==> config.mk <==
export PLATFORM = sky130hd
export DESIGN_NAME = riscv_multicycle_ctrl
export DESIGN_NICKNAME = d
export VERILOG_FILES = /design/src/rtl/riscv_multicycle_ctrl.sv
export SDC_FILE = /design/constraint.sdc
export NUM_CORES = 1
export LEC_CHECK = 0
export CAP_MARGIN = 40
export CORE_MARGIN = 2
export CORE_UTILIZATION = 40
export DETAILED_ROUTE_END_ITERATION = 12
export PLACE_DENSITY = 0.71
export SLEW_MARGIN = 20
export SYNTH_ARGS = -nofsm -noshare
export SYNTH_HDL_FRONTEND = slang
export SYNTH_SLANG_ARGS = --single-unit
==> constraint.sdc <==
create_clock -name clk -period 2.5 [get_ports clk]
set_input_delay 0.75 -clock clk [delete_from_list [all_inputs] [get_ports clk]]
set_output_delay 0.75 -clock clk [all_outputs]
set_load 0.03 [all_outputs]
==> src/rtl/riscv_multicycle_ctrl.sv <==
// riscv_multicycle_ctrl: multi-cycle RV32I control FSM over a shared req/ready memory port.
// Define RISCV_MC_PERF_EN to add the cycle_count/instret performance counters.
module riscv_multicycle_ctrl #(
    parameter int ALU_CTRL_W = 4,
    parameter int MAX_WAIT   = 16
`ifdef RISCV_MC_PERF_EN
    ,
    parameter int PERF_W     = 32
`endif
) (
    input  logic                  clk,
    input  logic                  reset,
    input  logic [6:0]            opcode,
    input  logic [2:0]            funct3,
    input  logic                  funct7b5,
    input  logic                  N,
    input  logic                  Z,
    input  logic                  C,
    input  logic                  V,
    input  logic                  mem_ready,
    output logic                  mem_req,
    output logic                  mem_wren,
    output logic                  addr_sel,
    output logic                  ir_wren,
    output logic                  pc_wren,
    output logic                  regfile_wren,
    output logic [1:0]            alu_asel,
    output logic [1:0]            alu_bsel,
    output logic [1:0]            result_sel,
    output logic [2:0]            ximm_sel,
    output logic [ALU_CTRL_W-1:0] alu_control,
    output logic                  fault,
    output logic [3:0]            state
`ifdef RISCV_MC_PERF_EN
    ,
    output logic [PERF_W-1:0]     cycle_count,
    output logic [PERF_W-1:0]     instret
`endif
);
    typedef enum logic [3:0] {
        S_FETCH  = 4'd0,  S_DECODE = 4'd1,  S_MEMADR = 4'd2,  S_MEMRD = 4'd3,
        S_MEMWB  = 4'd4,  S_MEMWR  = 4'd5,  S_EXECR  = 4'd6,  S_EXECI = 4'd7,
        S_ALUWB  = 4'd8,  S_BRANCH = 4'd9,  S_JAL    = 4'd10, S_JALR  = 4'd11,
        S_UPPER  = 4'd12, S_FAULT  = 4'd15
    } state_t;
    localparam int WW = MAX_WAIT > 1 ? $clog2(MAX_WAIT + 1) : 1;
    state_t cur, nxt;
    logic [WW-1:0] wait_cnt;
    logic taken, bad_br, is_jalr, is_jump;
    logic [3:0] op_r, op_i;
    // ALU op is {funct3, sub/arith bit}, so ADD=0 and SUB=1
    assign op_r = {funct3, funct7b5 & (funct3 == 3'b000 || funct3 == 3'b101)};
    assign op_i = {funct3, funct7b5 & (funct3 == 3'b101)};
    assign taken = (funct3[2] ? (funct3[1] ? !C : N ^ V) : Z) ^ funct3[0];
    assign bad_br = funct3[2:1] == 2'b01;
    assign is_jalr = opcode == 7'b1100111;
    assign is_jump = is_jalr || opcode == 7'b1101111;
    always_ff @(posedge clk) begin
        if (reset) begin
            cur <= S_FETCH;
            wait_cnt <= '0;
        end else begin
            cur <= nxt;
            wait_cnt <= (mem_req && !mem_ready && nxt == cur) ? wait_cnt + 1'b1 : '0;
        end
    end
    always_comb begin
        nxt = cur;
        mem_req = 1'b0;
        mem_wren = 1'b0;
        addr_sel = 1'b0;
        ir_wren = 1'b0;
        pc_wren = 1'b0;
        regfile_wren = 1'b0;
        alu_asel = 2'd0;
        alu_bsel = 2'd0;
        result_sel = 2'd0;
        ximm_sel = 3'd0;
        alu_control = '0;
        fault = 1'b0;
        state = reset ? 4'd0 : cur;
        if (!reset) begin
            case (cur)
                S_FETCH: begin
                    mem_req = 1'b1;
                    alu_bsel = 2'd2;
                    result_sel = 2'd2;
                    ir_wren = mem_ready;
                    pc_wren = mem_ready;
                    nxt = mem_ready ? S_DECODE : S_FETCH;
                end
                S_DECODE: begin
                    alu_asel = 2'd1;
                    alu_bsel = 2'd1;
                    ximm_sel = 3'd2;
                    nxt = (opcode == 7'b0000011 || opcode == 7'b0100011) ? S_MEMADR :
                          opcode == 7'b0110011 ? S_EXECR :
                          opcode == 7'b0010011 ? S_EXECI :
                          opcode == 7'b1100011 ? S_BRANCH :
                          opcode == 7'b1101111 ? S_JAL :
                          opcode == 7'b1100111 ? S_JALR :
                          (opcode == 7'b0110111 || opcode == 7'b0010111) ? S_UPPER : S_FAULT;
                end
                S_MEMADR: begin
                    alu_asel = 2'd2;
                    alu_bsel = 2'd1;
                    ximm_sel = opcode[5] ? 3'd1 : 3'd0;
                    nxt = opcode[5] ? S_MEMWR : S_MEMRD;
                end
                S_MEMRD: begin
                    mem_req = 1'b1;
                    addr_sel = 1'b1;
                    nxt = mem_ready ? S_MEMWB : S_MEMRD;
                end
                S_MEMWB: begin
                    result_sel = 2'd1;
                    regfile_wren = 1'b1;
                    nxt = S_FETCH;
                end
                S_MEMWR: begin
                    mem_req = 1'b1;
                    mem_wren = 1'b1;
                    addr_sel = 1'b1;
                    nxt = mem_ready ? S_FETCH : S_MEMWR;
                end
                S_EXECR: begin
                    alu_asel = 2'd2;
                    alu_control = ALU_CTRL_W'(op_r);
                    nxt = S_ALUWB;
                end
                S_EXECI: begin
                    alu_asel = 2'd2;
                    alu_bsel = 2'd1;
                    alu_control = ALU_CTRL_W'(op_i);
                    nxt = S_ALUWB;
                end
                S_ALUWB: begin
                    // after JAL/JALR this second sub-cycle loads PC with the jump target
                    regfile_wren = !is_jump;
                    pc_wren = is_jump;
                    result_sel = is_jump ? 2'd2 : 2'd0;
                    alu_asel = is_jump ? (is_jalr ? 2'd2 : 2'd1) : 2'd0;
                    alu_bsel = is_jump ? 2'd1 : 2'd0;
                    ximm_sel = (is_jump && !is_jalr) ? 3'd3 : 3'd0;
                    nxt = S_FETCH;
                end
                S_BRANCH: begin
                    alu_asel = 2'd2;
                    alu_control = ALU_CTRL_W'(1);
                    pc_wren = taken && !bad_br;
                    nxt = bad_br ? S_FAULT : S_FETCH;
                end
                S_JAL, S_JALR: begin
                    regfile_wren = 1'b1;
                    result_sel = 2'd2;
                    alu_asel = 2'd1;
                    alu_bsel = 2'd2;
                    nxt = S_ALUWB;
                end
                S_UPPER: begin
                    alu_asel = opcode[5] ? 2'd2 : 2'd1;
                    alu_bsel = 2'd1;
                    ximm_sel = 3'd4;
                    nxt = S_ALUWB;
                end
                S_FAULT: fault = 1'b1;
                default: nxt = S_FAULT;
            endcase
            if (MAX_WAIT != 0 && mem_req && !mem_ready && wait_cnt == WW'(MAX_WAIT - 1)) nxt = S_FAULT;
        end
    end
`ifdef RISCV_MC_PERF_EN
    logic [PERF_W-1:0] cyc_q, ret_q;
    always_ff @(posedge clk) begin
        if (reset) begin
            cyc_q <= '0;
            ret_q <= '0;
        end else begin
            cyc_q <= cyc_q + 1'b1;
            ret_q <= ret_q + PERF_W'(cur != S_FETCH && nxt == S_FETCH);
        end
    end
    assign cycle_count = reset ? '0 : cyc_q;
    assign instret = reset ? '0 : ret_q;
`endif
endmodule

==> results of run 1 <==
-- area by class of cell --
cell class | count | area (sq um) | share of cell area
repair buffers | 82 | 663 | 0.325
well taps | 31 | 38.8 | 0.0190
flip-flops and latches | 9 | 188 | 0.0921
clock buffers | 3 | 22.5 | 0.0110
multi-input cells | 145 | 1110 | 0.545
inverters | 3 | 11.3 | 0.00552
clock inverters | 1 | 5.00 | 0.00246
-- layout by cell type, fill, tap and decap left out, drive strengths merged, types with 2 or more instances in the layout --
cell type and count:
dlygate4sd2 2, clkbuf 4, a31oi 2, nand2b 4, o211ai 4, nand4 2, ha 2, inv 3
nand3 7, nor2 14, or3b 2, a21oi 14, and2 3, xnor2 7, mux2i 2, or2 2
buf 78, nor4 6, nand2 11, o31a 3, a21boi 2, nor3b 3, o21bai 2, o21ai 3
and3 7, nor2b 9, and4b 2, dfxtp 9, nor3 7, nand4b 3, o32ai 2, or3 3
-- worst paths after layout --
| check | to | slack (ns) | startpoint |
|---|---|---|---|
| hold / removal | wait_cnt[0] | 0.60 | wait_cnt[0] |
| setup / recovery | ximm_sel[1] | 0.002 | opcode[4] |
| hold reg to reg | wait_cnt[0] | 0.60 | wait_cnt[0] |
| setup reg to reg | cur[3] | 0.68 | cur[1] |
-- metrics by stage --
| stage | instances | total power [mW] | setup TNS [ns] | utilization |
|---|---|---|---|---|
| after floorplan | 170 | 0.422 | -0.274 | - |
| after global placement | 268 | 0.592 | -4.51 | 0.667 |
| after detailed placement | 268 | 0.601 | -4.91 | 0.667 |
| after CTS | 273 | 0.744 | -0.0132 | 0.708 |
| after global routing | 274 | 0.812 | -0.196 | 0.733 |
| final | 274 | 0.766 | 0 | 0.733 |
-- routing by layer --
layer / wire (microns) / track usage / vias to the layer above
li1: - / - / 786
met1: 1660 / 0.291 / 731
met2: 2260 / 0.483 / 70
met3: 260 / 0.0374 / 8
met4: 53 / 0.0682 / 0
met5: 0 / 0 / -
-- cell families (layout without fill, tap and decap cells) --
| kind of cell | after synthesis | count (layout) | synth area share |
|---|---|---|---|
| AND/OR/NAND/NOR | 91 | 91 | 0.447 |
| AO/OA/AOI/OAI | 41 | 41 | 0.236 |
| buffers and inverters | 16 | 89 | 0.0588 |
| flip-flops | 9 | 9 | 0.151 |
| XOR/XNOR | 8 | 8 | 0.0588 |
| multiplexers | 3 | 3 | 0.0263 |
| adder cells (fa/ha/maj) | 2 | 2 | 0.0210 |
-- tightest hold or removal path: stages (launching register included) --
cell and delay (ns):
dfxtp_1 0.36, nor2_1 0.06, nand3_1 0.09, nor4_1 0.05
-- state kept, by name, summed over array words and instances (netlist names) --
| signal | flops |
|---|---|
| cur | 4 |
| wait_cnt | 5 |
-- power breakdown --
group	leakage, nW	switching [mW]	total, mW	internal, mW
logic	0.782	0.249	0.470	0.222
clock network	0.0177	0.0600	0.119	0.0593
registers	0.0750	0.0220	0.176	0.154
total	0.874	0.331	0.766	0.435
-- what timing repair did --
action                                  in CTS  in global routing
endpoints found under the setup margin      24                 12
cloned                                       1                  0
resized for setup                           86                 18
pin swaps                                   17                  7
setup buffers                                0                  1
==> reports/qor.txt, run 1 <==
leakage: 0.874 nW
Synth cell types: 51
synthesized area: 0.00119 sq mm
global route total overflow: 0
Synth area leaders: dfxtp_1 (15%), a21oi_1 (5.9%), xnor2_1 (5.1%), nor2b_1 (4.7%), nor2_1 (4.4%)
warnings from Yosys: 0
Post-synth EDFFs: 0
final routed DRC violation total: 0
Synth area leader: dfxtp_1
CTS Sinks: 9
largest net degree at the start of global routing: 16
worst hold path depth: 3
Pins Over Slew Limit: 0
Synth Instances: 170
Cell Rows: 19
synth cell count leaders: a21oi_1 (14), nor2_1 (14), nand2_1 (11)
clk_lat worst skew: 0.28 ns
RSZ-0062 raised after global routing: true
Seq cells post-synth: 9
final setup violation count: 0
Tot GR Track Use: 0.253
Final WS setup: 0.00229 ns
overall routed net length: 4.23 mm
Tcrit/Tclk final: 0.999
Slowest-stage cell, CP: and3b_1
peak supply drop: 0.257 mV
Avg Inst Size Synth: 7.01 sq um
via count: 1595
clk root buf: clkbuf_4
Die Wd: 58.6 microns
asr flop ratio synth: 0
Area growth, synth to finish: 71.1%
antenna violations before repair: 0
Setup crit start kind: primary input
dpl ws: -0.529 ns
Setup crit end kind: output pin
Worst slew margin: 0.701
core area: 0.00278 sq mm
clock tree buffer depth: 2
CP cell instances: buf_6 > and3b_1 > and2_4 > nand4_1 > a21oi_2 > buf_6
First DRT Iteration DRCs: 63
hold buffers post-CTS: 0
critical path type: in2out
CP arrival: 1.75 ns
sequential share of the synthesized area: 0.151
Post-Syn Nets: 190
layout cells sized above 1: 0.481
first-pass GRT wire length: 6.71 mm
Boundary Pins: 42
max_cap viols: 0
# diodes: 0
outcome: completed
Vias/cell: 5.82
vias in the first global route: 1498
most frequent CP cell: buf_6
FILL cells: 217
CP required: 1.75 ns
CP max FO: 3
ys flop type: dfxtp_1
Post-DP Area: 0.00185 sq mm
DIE HEIGHT: 58.6 microns
pwr dens: 376 mW/mm^2
design area: 0.00204 sq mm
Crit path max-delay family: simple AND/OR/NAND/NOR gates
Worst Max-Slew Pin Slew: 0.446 ns
Initial Utilization: 0.428
HP Class: reg2reg
final hold violation count: 0
post-synth top area share: 0.151
Worst Skew: 0.00881 ns
Final Hold Slack: 0.598 ns
post-route antenna net violation count: 0
Clock transition at path regs: 0.07 ns
Final HPWL DP: 3.22 mm
maximum clock frequency: 0.400 GHz
GPL Wtd Cong: 0.885
DIE AREA: 0.00343 sq mm
CP peak stage delay: 0.22 ns
final net count: 264
TritonCTS Buffers: 3
R2R cell count: 5
wire per inst: 15.4 microns
H-tree lvl count: 1
Period minus WS final: 2.50 ns
CTS tree: built
first-pass iteration count of the detailed router: 4
Crit path depth: 6
CP Buf/Inv Count: 2
I/O Buffers: 41
No activity file was read; power rests on OpenSTA's default activity.
==> run 2: changes to the inputs <==
Clock period 2.5 ns to 3.2 ns, I/O delays scaled along.
==> reports/qor.txt, run 2 (same netlist as run 1, synthesis figures left out) <==
via count: 1499 (-6.0%)
H-tree lvl count: 1 (unchanged)
Area growth, synth to finish: 52.6%
DIE AREA: 0.00343 sq mm (unchanged)
most frequent cells in the layout: buf_4 (47), nor2_1 (14), a21oi_1 (13), nand2_1 (11)
Crit path depth: 7 (+1)
crit path to: pc_wren
CTS Sinks: 9 (unchanged)
layout cells sized above 1: 0.294 (-0.188)
clock tree buffer depth: 2 (unchanged)
Vias/cell: 5.79 (-0.58%)
most common cell after layout, fill and taps aside: buf_4
first-pass iteration count of the detailed router: 4 (unchanged)
first-pass GRT wire length: 6.25 mm (-6.8%)
CTS tree: built
postcts setup bufs: 0 (unchanged)
internal reg-to-reg setup slack: 1.34 ns (+0.66 ns)
leakage: 0.797 nW (-8.8%)
post-route antenna net violation count: 0 (unchanged)
Initial Utilization: 0.428 (unchanged)
antenna violations before repair: 0 (unchanged)
multi-input combinational cell area: 986 sq um (-11%)
Crit path max-delay family: buffers and inverters
setup TNS: 0 ns (unchanged)
critical path type: in2out
peak supply drop: 0.250 mV (-2.7%)
TritonCTS Buffers: 3 (unchanged)
CP arrival: 2.23 ns (+0.48 ns)
most frequent CP cell: buf_4
final routed DRC violation total: 0 (unchanged)
Worst Skew: 0.000377 ns (-0.00844 ns)
Final WS setup: 0.0115 ns (+0.00922 ns)
overall routed net length: 3.66 mm (-14%)
reg-to-reg startpoint: cur[2]
R2R cell count: 5 (unchanged)
Tcrit/Tclk final: 0.996
First DRT Iteration DRCs: 65 (+3.2%)
Tot GR Track Use: 0.227 (-0.0268)
Boundary Pins: 42 (unchanged)
Die Wd: 58.6 microns (unchanged)
CP max FO: 4 (+1)
reg2reg end: wait_cnt[3]
Setup crit start kind: primary input
Largest regs: wait_cnt (5), cur (4)
maximum clock frequency: 0.314 GHz
Post-DP Area: 0.00175 sq mm (-5.4%)
Cell Rows: 19 (unchanged)
I/O Buffers: 41 (unchanged)
clk root buf: clkbuf_4
wire per inst: 14.1 microns (-8.5%)
Worst Max-Slew Pin Slew: 0.541 ns (+0.0945 ns)
largest net degree at the start of global routing: 17 (+1)
total power draw: 0.536 mW (-30%)
CP cell instances: dlygate4sd2_1 > buf_4 > xnor2_1 > nor3_1 > a311oi_2 > o32ai_2 > buf_4
final setup violation count: 0 (unchanged)
GPL Wtd Cong: 0.838 (-5.3%)
CP peak stage delay: 0.28 ns (+0.06 ns)
Slowest-stage cell, CP: dlygate4sd2_1
final hold violation count: 0 (unchanged)
Setup crit end kind: output pin
Worst slew margin: 0.639 (-0.0615)
clk_lat worst skew: 0.26 ns (-0.02 ns)
max_cap viols: 0 (unchanged)
Largest register FFs: 5 (unchanged)
outcome: completed
RSZ-0062 raised after global routing: true
Seq. cell area: 180 sq um (-4.0%)
Clock transition at path regs: 0.06 ns (about the same)
final net count: 249 (-5.7%)
CP Buf/Inv Count: 3 (+1)
placed insts: 255 (-4.9%)
core area: 0.00278 sq mm (unchanged)
Post-Layout Cell Count: 259 (-5.5%)
hold buffers post-CTS: 0 (unchanged)
vias in the first global route: 1399 (-6.6%)
FILL cells: 254 (+17%)
# diodes: 0 (unchanged)
Period minus WS final: 3.19 ns
HP Class: reg2reg
Worst Setup SP: funct3[0]
Pins Over Slew Limit: 0 (unchanged)
pwr dens: 295 mW/mm^2 (-21%)
global route total overflow: 0 (unchanged)
dpl ws: -0.171 ns (+0.358 ns)
DIE HEIGHT: 58.6 microns (unchanged)
CP required: 2.24 ns (+0.49 ns)
Final HPWL DP: 2.82 mm (-12%)
Most flops, register: wait_cnt
design area: 0.00182 sq mm (-11%)
==> run 2: cell types whose count changed in the layout (fill, tap and decap cells not counted), moves of 4 or more <==
cell	previous run	this run
dlygate4sd2_1	2	9
dlymetal6s2s_1	1	5
buf_6	14	1
buf_4	56	47
dfxtp_1	5	9
buf_2	7	0
==> run 2: metrics by stage <==
step                hold slack [ns]   util
floorplan                     0.527      -
global placement              0.548  0.631
detailed placement            0.573  0.631
CTS                           0.575  0.645
global route                  0.629  0.654
finish                        0.579  0.654
==> run 2: area by class of cell <==
type	count	share of cell area
multi-input cells	145	0.542
inverters	3	0.00619
clock buffers	4	0.0145
flip-flops and latches	9	0.0991
well taps	31	0.0213
repair buffers	67	0.317
==> run 2: worst register-to-register path, delay by kind of cell, from the launching register on <==
family	cells	cell delay (ns)
flops	1	0.66
compound gates	1	0.22
simple gates	3	0.62
buf+inv	1	0.26
==> run 2: worst min-delay path by stage <==
stage | startpoint | to | depth (start not counted)
3_3_place_gp | wait_cnt[0] | wait_cnt[0] | 3
5_1_grt | wait_cnt[0] | wait_cnt[0] | 3
2_1_floorplan | wait_cnt[0] | wait_cnt[0] | 3
4_1_cts | wait_cnt[0] | wait_cnt[0] | 3
6_report | wait_cnt[0] | wait_cnt[0] | 3
3_5_place_dp | wait_cnt[0] | wait_cnt[0] | 3
==> run 2: power breakdown <==
group / internal (mW) / switching [mW]
clock: 0.0481 / 0.0405
sequential: 0.119 / 0.0237
combinational: 0.141 / 0.164
total: 0.308 / 0.228
==> run 2: metal layers <==
layer,share of wire,track usage,wire (microns)
met3,0.075,0.0440,274
met4,0.0057,0.0455,21
met2,0.47,0.379,1710
met5,0,0,0
met1,0.45,0.305,1650
==> run 2: timing repair <==
item	CTS	global route
gates resized for setup	16	8
setup endpoints to repair	9	5
pin swaps	8	8
